[config.mk]
export PLATFORM = sky130hd
export DESIGN_NAME = fetch_unit
export DESIGN_NICKNAME = d
export VERILOG_FILES = /design/src/rtl/fetch_unit.sv
export SDC_FILE = /design/constraint.sdc
export NUM_CORES = 1
export LEC_CHECK = 0
export ABC_AREA = 1
export CORE_MARGIN = 2
export CORE_UTILIZATION = 50
export DETAILED_ROUTE_END_ITERATION = 10
export GPL_TIMING_DRIVEN = 0
export MAX_ROUTING_LAYER = met4
export PLACE_DENSITY = 0.9
export SYNTH_ARGS = -nofsm -noshare
export SYNTH_HDL_FRONTEND = slang
export SYNTH_SLANG_ARGS = --single-unit
[constraint.sdc]
create_clock -name clk -period 18.4 [get_ports clk]
set_input_delay 4.6 -clock clk [delete_from_list [all_inputs] [get_ports clk]]
set_output_delay 4.6 -clock clk [all_outputs]
set_load 0.05 [all_outputs]
[src/rtl/fetch_unit.sv]
// fetch_unit: instruction fetch stage with a one-entry stall hold buffer and a kill state that drops a stale memory response after a redirect
//   clk, reset        : clock, asynchronous active-high reset
//   npc               : next fetch address, taken when pc advances or on flush
//   stall, flush      : decode back-pressure, redirect (flush wins over everything)
//   pc                : current fetch address
//   im_req, im_addr   : instruction-memory request and its address (always pc)
//   im_ack, im_rdata  : one-cycle response pulse and its instruction word
//   instr_d, pc_d, valid_d, adel_d : IF/ID register
//   fetch_cnt         : instructions delivered into IF/ID, wraps
module fetch_unit #(
  parameter logic [31:0] RESET_PC  = 32'h0000_3000,
  parameter int          ACK_CNT_W = 32
) (
  input  logic                 clk,
  input  logic                 reset,
  input  logic [31:0]          npc,
  input  logic                 stall,
  input  logic                 flush,
  output logic [31:0]          pc,
  output logic                 im_req,
  output logic [31:0]          im_addr,
  input  logic                 im_ack,
  input  logic [31:0]          im_rdata,
  output logic [31:0]          instr_d,
  output logic [31:0]          pc_d,
  output logic                 valid_d,
  output logic                 adel_d,
  output logic [ACK_CNT_W-1:0] fetch_cnt
);

  typedef enum logic [1:0] {FETCH, HOLD, KILL} state_t;

  state_t      state, state_n;
  logic [31:0] hb_instr, hb_pc;
  logic        hb_adel;
  logic        mis;
  logic        ack;
  logic [31:0] ack_instr;
  logic        pc_ld, ifid_ld, ifid_clr, src_hb, hb_ld;

  // A misaligned pc never reaches memory; it completes on the spot as an address-error entry.
  assign mis       = pc[1:0] != 2'b00;
  assign im_req    = state == FETCH && !mis;
  assign im_addr   = pc;
  assign ack       = state == FETCH && (mis || im_ack);
  assign ack_instr = mis ? 32'h0 : im_rdata;

  always_comb begin
    state_n  = state;
    pc_ld    = 1'b0;
    ifid_ld  = 1'b0;
    ifid_clr = 1'b0;
    src_hb   = 1'b0;
    hb_ld    = 1'b0;
    case (state)
      FETCH: begin
        if (flush) begin
          pc_ld    = 1'b1;
          ifid_clr = 1'b1;
          // A request still in flight must have its late response dropped.
          state_n  = (im_req && !im_ack) ? KILL : FETCH;
        end else if (ack && !stall) begin
          ifid_ld = 1'b1;
          pc_ld   = 1'b1;
        end else if (ack) begin
          hb_ld   = 1'b1;
          state_n = HOLD;
        end else begin
          ifid_clr = !stall;
        end
      end
      HOLD: begin
        if (flush) begin
          pc_ld    = 1'b1;
          ifid_clr = 1'b1;
          state_n  = FETCH;
        end else if (!stall) begin
          ifid_ld = 1'b1;
          src_hb  = 1'b1;
          pc_ld   = 1'b1;
          state_n = FETCH;
        end
      end
      KILL: begin
        pc_ld    = flush;
        ifid_clr = flush || !stall;
        // The awaited response retires the dead request even on a fresh redirect.
        state_n  = im_ack ? FETCH : KILL;
      end
      default: state_n = FETCH;
    endcase
  end

  always_ff @(posedge clk or posedge reset) begin
    if (reset) begin
      state     <= FETCH;
      pc        <= RESET_PC;
      hb_instr  <= 32'h0;
      hb_pc     <= 32'h0;
      hb_adel   <= 1'b0;
      instr_d   <= 32'h0;
      pc_d      <= 32'h0;
      valid_d   <= 1'b0;
      adel_d    <= 1'b0;
      fetch_cnt <= '0;
    end else begin
      state <= state_n;
      if (pc_ld)
        pc <= npc;
      if (hb_ld) begin
        hb_instr <= ack_instr;
        hb_pc    <= pc;
        hb_adel  <= mis;
      end
      if (ifid_ld) begin
        instr_d   <= src_hb ? hb_instr : ack_instr;
        pc_d      <= src_hb ? hb_pc : pc;
        adel_d    <= src_hb ? hb_adel : mis;
        valid_d   <= 1'b1;
        fetch_cnt <= fetch_cnt + ACK_CNT_W'(1);
      end else if (ifid_clr) begin
        valid_d <= 1'b0;
      end
    end
  end

endmodule

==> flow_metrics.env, run 1 <==
export IMPL_antenna_found_initial=0
export IMPL_drc=0
export IMPL_syn_inst=1086
export IMPL_hp_class="flop to flop"
export IMPL_drtAntennaViolNets=0
export IMPL_cp_required_ns=13.80
export IMPL_drt_pass1_iter_count=5
export IMPL_cts_setup_buffers=0
export IMPL_skew_ns=0.0137
export IMPL_crit_chain="inv_1 > nand2_4 > nor3_1 > clkdlybuf4s50_1"
export IMPL_async_flop_share_pct=100
export IMPL_start_util_pct=50.7
export IMPL_synth_ff_type="dfrtp_1"
export IMPL_synth_cell_types=31
export IMPL_syn2layout_area_growth_pct=35.3
export IMPL_netlist_area_leader_share_pct=54.0
export IMPL_synth_seq_cells=197
export IMPL_ys_warnings_count=0
export IMPL_setup_violations_final=0
export IMPL_startpoint_type="flop"
export IMPL_power_density_nw_per_um2=121
export IMPL_cts_inserted_buffers=17
export IMPL_fin_tns_setup_ns=0
export IMPL_synth_top_cell_by_area="dfrtp_1"
export IMPL_grt_pass1_wl_um=43000
export IMPL_rsz0062_at_grt="false"
export IMPL_fp_dieH_um=138
export IMPL_h_tree_depth=4
export IMPL_crit_arrival_ns=2.24
export IMPL_power_leakage_nw=5.56
export IMPL_gr_total_overflow=0
export IMPL_reg2reg_to="fetch_cnt[8]"
export IMPL_syn_cell_area_um2=9040
export IMPL_dpl_cell_count=1547
export IMPL_core_um2=17800
export IMPL_peakVddDrop_v=0.0000956
export IMPL_diodes=0
export IMPL_io_buffer_count=231
export IMPL_cts_hold_buf=0
export IMPL_cts_sinks=197
export IMPL_timing_final_crit_period_ns=6.84
export IMPL_critPathMaxStageDelay_ns=0.88
export IMPL_vias=8507
export IMPL_synth_seq_area_share_pct=54.6
export IMPL_gp_congestion=0.905
export IMPL_slowest_stage="clkdlybuf4s50_1"
export IMPL_hold_slack_ns=0.477
export IMPL_crit_type="flop to output pin"
export IMPL_r2r_cells=6
export IMPL_multiInputGateArea_um2=3240
export IMPL_layout_drive_gt1_share_pct=9.04
export IMPL_synthTopCellsByArea="dfrtp_1 54%, nand2_1 8.9%, a21oi_1 7.8%"
export IMPL_synthTopCellsByCount="215 x nand2_1, 195 x dfrtp_1, 154 x nor2_1, 141 x a21oi_1, 98 x nand3_1"
export IMPL_track_usage_pct=28.6
export IMPL_clock_root_buffer="clkbuf_16"
export IMPL_final_util_pct=68.6
export IMPL_rrSetupSlack_ns=16.52
export IMPL_drv_cap=0
export IMPL_worstMarginPinSlew_ns=0.641
export IMPL_crit_path_end="im_req"
export IMPL_relSlewSlack_pct=57.2
export IMPL_dieArea_um2=19200
export IMPL_vias_per_cell=5.39
export IMPL_reg2reg_from="im_addr[1]"
export IMPL_design_area_um2=12200
export IMPL_synth_nets=1156
export IMPL_end_kind="output pin"
export IMPL_grt_pass1_vias=8562
export IMPL_ios=232
export IMPL_die_x_um=138
export IMPL_min_period_over_period_pct=37.2
export IMPL_clk_latency_ns=0.43
export IMPL_fmax_mhz=146
export IMPL_final_hold_violation_count=0
export IMPL_ctsResizeCount=0
export IMPL_num_rows=49
export IMPL_cp_startpoint="im_addr[1]"
export IMPL_ff_latch_area_um2=4930
export IMPL_path_clk_slew_ns=0.07
export IMPL_num_fill_cells=1406
export IMPL_place_area_um2=11700
export IMPL_min_from="hb_instr[13]"
export IMPL_fin_cells=1579
export IMPL_synth_edf_count=0
export IMPL_wl_per_cell_um=16.7
export IMPL_wl_um=26300
export IMPL_detailed_place_hpwl_um=18800
export IMPL_cts_tree="done"
export IMPL_yosysMostFrequentCell="nand2_1"
export IMPL_clockBufferDepth=2
export IMPL_maxSlewViolCount=0
export IMPL_nets=1407
export IMPL_grt_max_degree=125
export IMPL_cp_max_fo=10
export IMPL_syn_avg_cell_area_um2=8.33
export IMPL_outcome="completed"
export IMPL_dr_first_iter_drc_count=891
[metrics by stage]
step,power (mW),setup slack (ns)
after floorplan,0.927,8.43
after global placement,1.11,6.07
after detailed placement,1.13,11.92
after CTS,1.48,11.54
after global routing,1.54,11.45
final,1.48,11.56
[per-layer routing]
metal | up-vias | track usage, % | wire length, um
met2 | 378 | 46.6 | 13200
li1 | 3971 | - | -
met5 | - | - | 0
met4 | 0 | 11.0 | 735
met1 | 4098 | 35.3 | 10500
met3 | 60 | 6.13 | 1840
[cell type report]
class	instances	share of cell area (%)
Timing Repair Buffer	232	19.1
Tap cell	229	2.34
Sequential cell	197	40.3
Clock buffer	18	3.59
Inverter	87	2.73
Clock inverter	14	0.972
Buffer	94	4.45
Multi-Input combinational cell	708	26.5
[registers in the layout (all words and copies together), names as in the netlist]
name,flops
state,2
instr_d,32
fetch_cnt,32
im_addr,32
valid_d,1
hb_adel,1
pc_d,32
adel_d,1
hb_instr,32
hb_pc,32
[cells by family (layout without fill, tap and decap cells)]
family,after synthesis,after routing,synth area share [%]
AOI/OAI and AO/OA,193,193,11.1
and+or+nand+nor,497,497,23.0
DFF,197,197,54.6
buffers and inverters,181,445,9.63
adders and majority gates,1,1,0.138
xor gates and xnor gates,17,17,1.65
[worst max-delay path: cells and delay by family (launching register included)]
| family | cells | cell delay [ns] |
|---|---|---|
| DFF | 1 | 0.42 |
| buffers and inverters | 2 | 1.03 |
| and+or+nand+nor | 2 | 0.37 |
[power breakdown]
part	switching (mW)	internal (mW)	total [mW]
Combinational	0.363	0.181	0.544
Sequential	0.0615	0.515	0.576
Clock	0.174	0.181	0.355
Total	0.599	0.877	1.48
[cells in the final DEF (no fill, tap or decap), types with 33 or more instances in the layout]
master | netlist | routed
nand2_1 | 215 | 215
o21ai_0 | 35 | 35
buf_2 | 33 | 33
clkdlybuf4s50_1 | 0 | 231
buf_4 | 40 | 40
inv_1 | 84 | 83
nand3_1 | 98 | 98
nor2_1 | 154 | 154
a21oi_1 | 141 | 141
dfrtp_1 | 195 | 195
[worst min path at each step]
stage	end	depth (start not counted)
after detailed placement	hb_pc[31]	2
after global placement	hb_instr[31]	2
after CTS	hb_instr[16]	2
after floorplan	hb_instr[10]	2
final	hb_instr[13]	2
after global routing	hb_instr[13]	2
Note: power is estimated with default switching activity, not from simulation.
==> run 2, diff against run 1 <==
- CORE_UTILIZATION: 50 -> 45
- PLACE_DENSITY: 0.9 -> 0.86
- clock period: 18.4 -> 6.2 ns (I/O delays scaled with it)
==> run 2 against run 1 <==
Design area increased by 1.1%. Non-clock buffer count increased by 3. Via count decreased by 0.60%. Worst setup slack got worse by 9.2 ns. First-iteration DRC count decreased by 29%. Combinational power increased to 3.0 times the previous value. Critical path depth unchanged. Flip-flop and latch count unchanged. Largest power group unchanged. Hold slack got worse by 0.00063 ns. Utilization decreased by 5.4 points. Highest routed layer unchanged.
==> flow_metrics.env, run 2 (synthesis gave the netlist of run 1 again) <==
export IMPL_dr_first_iter_drc_count=629
export IMPL_power_frac_seq_pct=38.3
export IMPL_gp_congestion=0.856
export IMPL_fmax_mhz=257
export IMPL_grt_pass1_vias=8442
export IMPL_slowest_stage="clkdlybuf4s50_1"
export IMPL_rrSetupSlack_ns=4.20
export IMPL_ctsResizeCount=0
export IMPL_clk_latency_ns=0.44
export IMPL_rsz0062_at_grt="false"
export IMPL_switching_power_mw=1.80
export IMPL_clockBufferDepth=2
export IMPL_outcome="completed"
export IMPL_layout_drive_gt1_share_pct=9.24
export IMPL_cp_max_fo=10
export IMPL_vias=8456
export IMPL_drv_cap=0
export IMPL_wl_met3_um=1860
export IMPL_r2r_cells=7
export IMPL_grt_max_degree=43
export IMPL_swShare_pct=40.5
export IMPL_mostFrequentLayoutCell="clkdlybuf4s50_1"
export IMPL_ios=232
export IMPL_crit_type="flop to output pin"
export IMPL_crit_arrival_ns=2.34
export IMPL_antenna_found_initial=0
export IMPL_start_util_pct=46.2
export IMPL_top_layer="met4"
export IMPL_crit_chain="inv_1 > nand2_4 > nor3_1 > clkdlybuf4s50_1"
export IMPL_p_clk_share_pct=25.3
export IMPL_reg2reg_from="im_addr[1]"
export IMPL_die_x_um=146
export IMPL_h_tree_depth=4
export IMPL_skew_ns=0.00882
export IMPL_mostFrequentLayoutCells="231 x clkdlybuf4s50_1, 215 x nand2_1, 195 x dfrtp_1, 154 x nor2_1, 141 x a21oi_1"
export IMPL_relSlewSlack_pct=36.6
export IMPL_p_comb_share_pct=36.4
export IMPL_io_buffer_count=231
export IMPL_min_period_over_period_pct=62.7
export IMPL_drc=0
export IMPL_power_internal_mw=2.65
export IMPL_met2_length_um=13100
export IMPL_min_from="hb_instr[13]"
export IMPL_gr_total_overflow=0
export IMPL_end_kind="output pin"
export IMPL_peakVddDrop_v=0.000208
export IMPL_cts_sinks=197
export IMPL_track_usage_pct=26.0
export IMPL_final_util_pct=63.1
export IMPL_critPathMaxStageDelay_ns=0.87
export IMPL_hold_depth=2
export IMPL_cts_tree="done"
export IMPL_drtAntennaViolNets=0
export IMPL_power_leakage_nw=5.59
export IMPL_num_rows=51
export IMPL_hp_class="flop to flop"
export IMPL_grt_pass1_wl_um=43100
export IMPL_fp_dieH_um=146
export IMPL_core_um2=19600
export IMPL_path_clk_slew_ns=0.08
export IMPL_worstMarginPinSlew_ns=0.950
export IMPL_vias_per_cell=5.23
export IMPL_cts_hold_buf=0
export IMPL_final_hold_violation_count=0
export IMPL_maxSlewViolCount=0
export IMPL_timing_final_crit_period_ns=3.89
export IMPL_fin_tns_setup_ns=0
export IMPL_cts_setup_buffers=0
export IMPL_detailed_place_hpwl_um=19300
export IMPL_nets=1410
export IMPL_diodes=0
export IMPL_wl_um=26800
export IMPL_power_density_nw_per_um2=360
export IMPL_cp_required_ns=4.65
export IMPL_clock_root_buffer="clkbuf_16"
export IMPL_startpoint_type="flop"
export IMPL_reg2reg_to="pc_d[9]"
export IMPL_wl_per_cell_um=16.6
export IMPL_syn2layout_area_growth_pct=36.8
export IMPL_num_fill_cells=1624
export IMPL_setup_violations_final=0
export IMPL_hold_path_end="hb_instr[13]"
export IMPL_dieArea_um2=21200
export IMPL_wl_met1_um=11000
export IMPL_cts_inserted_buffers=17
export IMPL_drt_pass1_iter_count=5
==> run 2: how the worst max path moves through the flow <==
stage                     slack (ns)          end        from  cells past startpoint
after global routing            2.22       im_req  im_addr[1]                      4
final                           2.31       im_req  im_addr[1]                      4
after CTS                       2.30       im_req  im_addr[1]                      4
after floorplan                 2.11       adel_d       reset                      1
after detailed placement        2.74  instr_d[18]       flush                      7
after global placement          0.60  im_addr[11]       reset                      2
==> run 2: worst max-delay path, delay by kind of cell, from the launching register on <==
kind | cells | cell delay (ns)
buffers and inverters | 2 | 1.02
and+or+nand+nor | 2 | 0.42
DFF | 1 | 0.44
==> run 2: routing by layer <==
layer  GRT usage (%)  up-vias
met5               -        -
met4            10.7        0
met3            5.52       52
met2            42.2      361
met1            31.7     4073
li1                -     3970
==> run 2: area by class of cell <==
cell class                      count  area (um^2)  share of cell area (%)
Sequential cell                   197         4930                    39.9
Clock inverter                     14          159                    1.28
Timing Repair Buffer              235         2390                    19.3
Tap cell                          265          332                    2.68
Inverter                           87          330                    2.67
Buffer                             94          544                    4.40
Clock buffer                       18          439                    3.55
Multi-Input combinational cell    708         3240                    26.2
==> run 2: stage by stage <==
step	setup WS (ns)	power (mW)	std cells	area, um^2	hold WS, ns
after floorplan	2.11	2.75	1086	9040	0.443
after global placement	0.605	3.30	1582	11700	0.454
after detailed placement	2.74	3.35	1586	11800	0.464
after CTS	2.30	4.47	1618	12400	0.480
after global routing	2.22	4.63	1618	12400	0.495
final	2.31	4.46	1618	12400	0.477
==> run 2: power by group through the flow <==
stage	sequential (mW)	clock, mW	combinational [mW]
CTS	1.70	1.14	1.63
global placement	1.71	0	1.59
global route	1.74	1.19	1.71
floorplan	2.21	0	0.542
detailed placement	1.73	0	1.62
finish	1.71	1.13	1.62
==> run 3, diff against run 2 <==
- CORE_UTILIZATION: 45 -> 49
- PLACE_DENSITY: 0.86 -> 0.89
- clock period: 6.2 -> 3.6 ns (I/O delays scaled with it)
==> run 3 against run 2 <==
Final cell count shrank 2.3%. Combinational power grew 72%. Sequential power is 72% higher. Via count down 0.21%. Hold slack got worse by 0.00057 ns. Clock power increased by 67%. Power is 71% higher.
==> flow_metrics.env, run 3 (synthesis gave the netlist of run 1 again) <==
export IMPL_outcome="completed"
export IMPL_swShare_pct=39.8
export IMPL_clockBufferDepth=2
export IMPL_power_density_nw_per_um2=619
export IMPL_vias_per_cell=5.34
export IMPL_num_fill_cells=1434
export IMPL_clock_root_buffer="clkbuf_16"
export IMPL_setup_violations_final=0
export IMPL_layout_drive_gt1_share_pct=9.17
export IMPL_fin_cells=1581
export IMPL_crit_arrival_ns=2.25
export IMPL_critPathMaxStageDelay_ns=0.87
export IMPL_drt_pass1_iter_count=5
export IMPL_peakVddDrop_v=0.000636
export IMPL_num_rows=49
export IMPL_worstMarginPinSlew_ns=0.752
export IMPL_cts_inserted_buffers=17
export IMPL_core_um2=18000
export IMPL_grt_pass1_wl_um=42400
export IMPL_dieArea_um2=19600
export IMPL_p_clk_share_pct=24.8
export IMPL_reg2reg_from="im_addr[0]"
export IMPL_drv_cap=0
export IMPL_vias=8438
export IMPL_final_util_pct=68.3
export IMPL_path_clk_slew_ns=0.07
export IMPL_syn2layout_area_growth_pct=36.1
export IMPL_diodes=0
export IMPL_cts_setup_buffers=0
export IMPL_rsz0062_at_grt="false"
export IMPL_drtAntennaViolNets=0
export IMPL_relSlewSlack_pct=49.8
export IMPL_hp_class="flop to flop"
export IMPL_grt_busiest_layer="met2"
export IMPL_fmax_mhz=317
export IMPL_cts_sinks=197
export IMPL_cts_tree="done"
export IMPL_cp_required_ns=2.70
export IMPL_crit_chain="inv_1 > nand2_4 > nor3_1 > clkdlybuf4s50_1"
export IMPL_cp_startpoint="im_addr[0]"
export IMPL_min_period_over_period_pct=87.5
export IMPL_wl_um=26500
export IMPL_maxSlewViolCount=0
export IMPL_grt_pass1_vias=8375
export IMPL_wl_per_cell_um=16.8
export IMPL_cts_hold_buf=0
export IMPL_cp_max_fo=10
export IMPL_ctsResizeCount=0
export IMPL_ios=232
export IMPL_power_internal_mw=4.58
export IMPL_track_usage_pct=28.0
export IMPL_power_leakage_nw=5.59
export IMPL_dr_first_iter_drc_count=566
export IMPL_gr_total_overflow=0
export IMPL_gp_congestion=0.859
export IMPL_power_frac_seq_pct=38.6
export IMPL_timing_final_crit_period_ns=3.15
export IMPL_grt_max_degree=44
export IMPL_die_x_um=140
export IMPL_slowest_stage="clkdlybuf4s50_1"
export IMPL_grtUsageMet3_pct=6.23
export IMPL_startpoint_type="flop"
export IMPL_mostFrequentLayoutCells="231 x clkdlybuf4s50_1, 215 x nand2_1, 195 x dfrtp_1, 154 x nor2_1, 141 x a21oi_1"
export IMPL_mostFrequentLayoutCell="clkdlybuf4s50_1"
export IMPL_use_met1_pct=34.0
export IMPL_fp_dieH_um=140
export IMPL_final_hold_violation_count=0
export IMPL_drc=0
export IMPL_dpl_cell_count=1550
export IMPL_skew_ns=0.0100
export IMPL_antenna_found_initial=0
export IMPL_crit_type="flop to output pin"
export IMPL_p_comb_share_pct=36.6
export IMPL_hold_depth=2
export IMPL_nets=1410
export IMPL_io_buffer_count=231
export IMPL_r2r_cells=7
export IMPL_end_kind="output pin"
export IMPL_start_util_pct=50.2
export IMPL_h_tree_depth=4
export IMPL_detailed_place_hpwl_um=19000
export IMPL_clk_latency_ns=0.43
export IMPL_min_from="hb_instr[30]"
export IMPL_gr_usage_met2_pct=46.0
export IMPL_switching_power_mw=3.03
-- run 3: changes by cell type in the layout (fill, tap and decap cells not counted), sizes merged --
cell / delta
inv: -2
clkbuf: +2
clkinv: -1
-- run 3: worst paths after layout --
path / endpoint / slack [ns]
worst max-delay path: im_req / 0.45
worst min-delay path: hb_instr[30] / 0.48
worst max register to register: instr_d[15] / 1.62
worst min register to register: hb_instr[30] / 0.48
max in group asynchronous: im_addr[12] / 1.65
min in group asynchronous: instr_d[0] / 0.95
-- run 3: worst max-delay path, delay by kind of cell, from the launching register on --
| kind | cells | cell delay [ns] |
|---|---|---|
| AND/OR/NAND/NOR | 2 | 0.35 |
| flip-flops | 1 | 0.44 |
| buffers and inverters | 2 | 1.03 |
-- run 3: power groups by stage --
stage	combinational [mW]	sequential (mW)	clock [mW]
global route	2.95	2.99	1.99
detailed placement	2.79	2.97	0
global placement	2.73	2.95	0
CTS	2.80	2.94	1.91
floorplan	0.934	3.81	0
finish	2.79	2.94	1.89
-- run 3: metal layers --
metal | up-vias | part of all wire [%]
met4 | 0 | 3.0
met5 | - | 0
li1 | 3972 | -
met3 | 56 | 7.9
met1 | 4010 | 40
met2 | 400 | 50
-- run 3: per-stage QoR --
| step | total power, mW | setup TNS, ns | cell area [um^2] | setup WS, ns | hold WS [ns] |
|---|---|---|---|---|---|
| after global routing | 7.93 | 0 | 12300 | 0.355 | 0.495 |
| after global placement | 5.68 | -249.34 | 11600 | -1.29 | 0.454 |
| final | 7.61 | 0 | 12300 | 0.450 | 0.476 |
| after CTS | 7.64 | 0 | 12300 | 0.436 | 0.478 |
| after detailed placement | 5.76 | 0 | 11700 | 0.757 | 0.460 |
| after floorplan | 4.74 | 0 | 9040 | 0.155 | 0.443 |
-- run 3: area by class of cell --
type / instances / area, um^2 / area share, %
repair buffers: 235 / 2390 / 19.4
multi-input cells: 708 / 3240 / 26.3
clock buffers: 20 / 467 / 3.79
inverters: 87 / 330 / 2.68
flip-flops and latches: 197 / 4930 / 40.1
clock inverters: 11 / 114 / 0.925
plain buffers: 94 / 544 / 4.42
well taps: 229 / 287 / 2.33
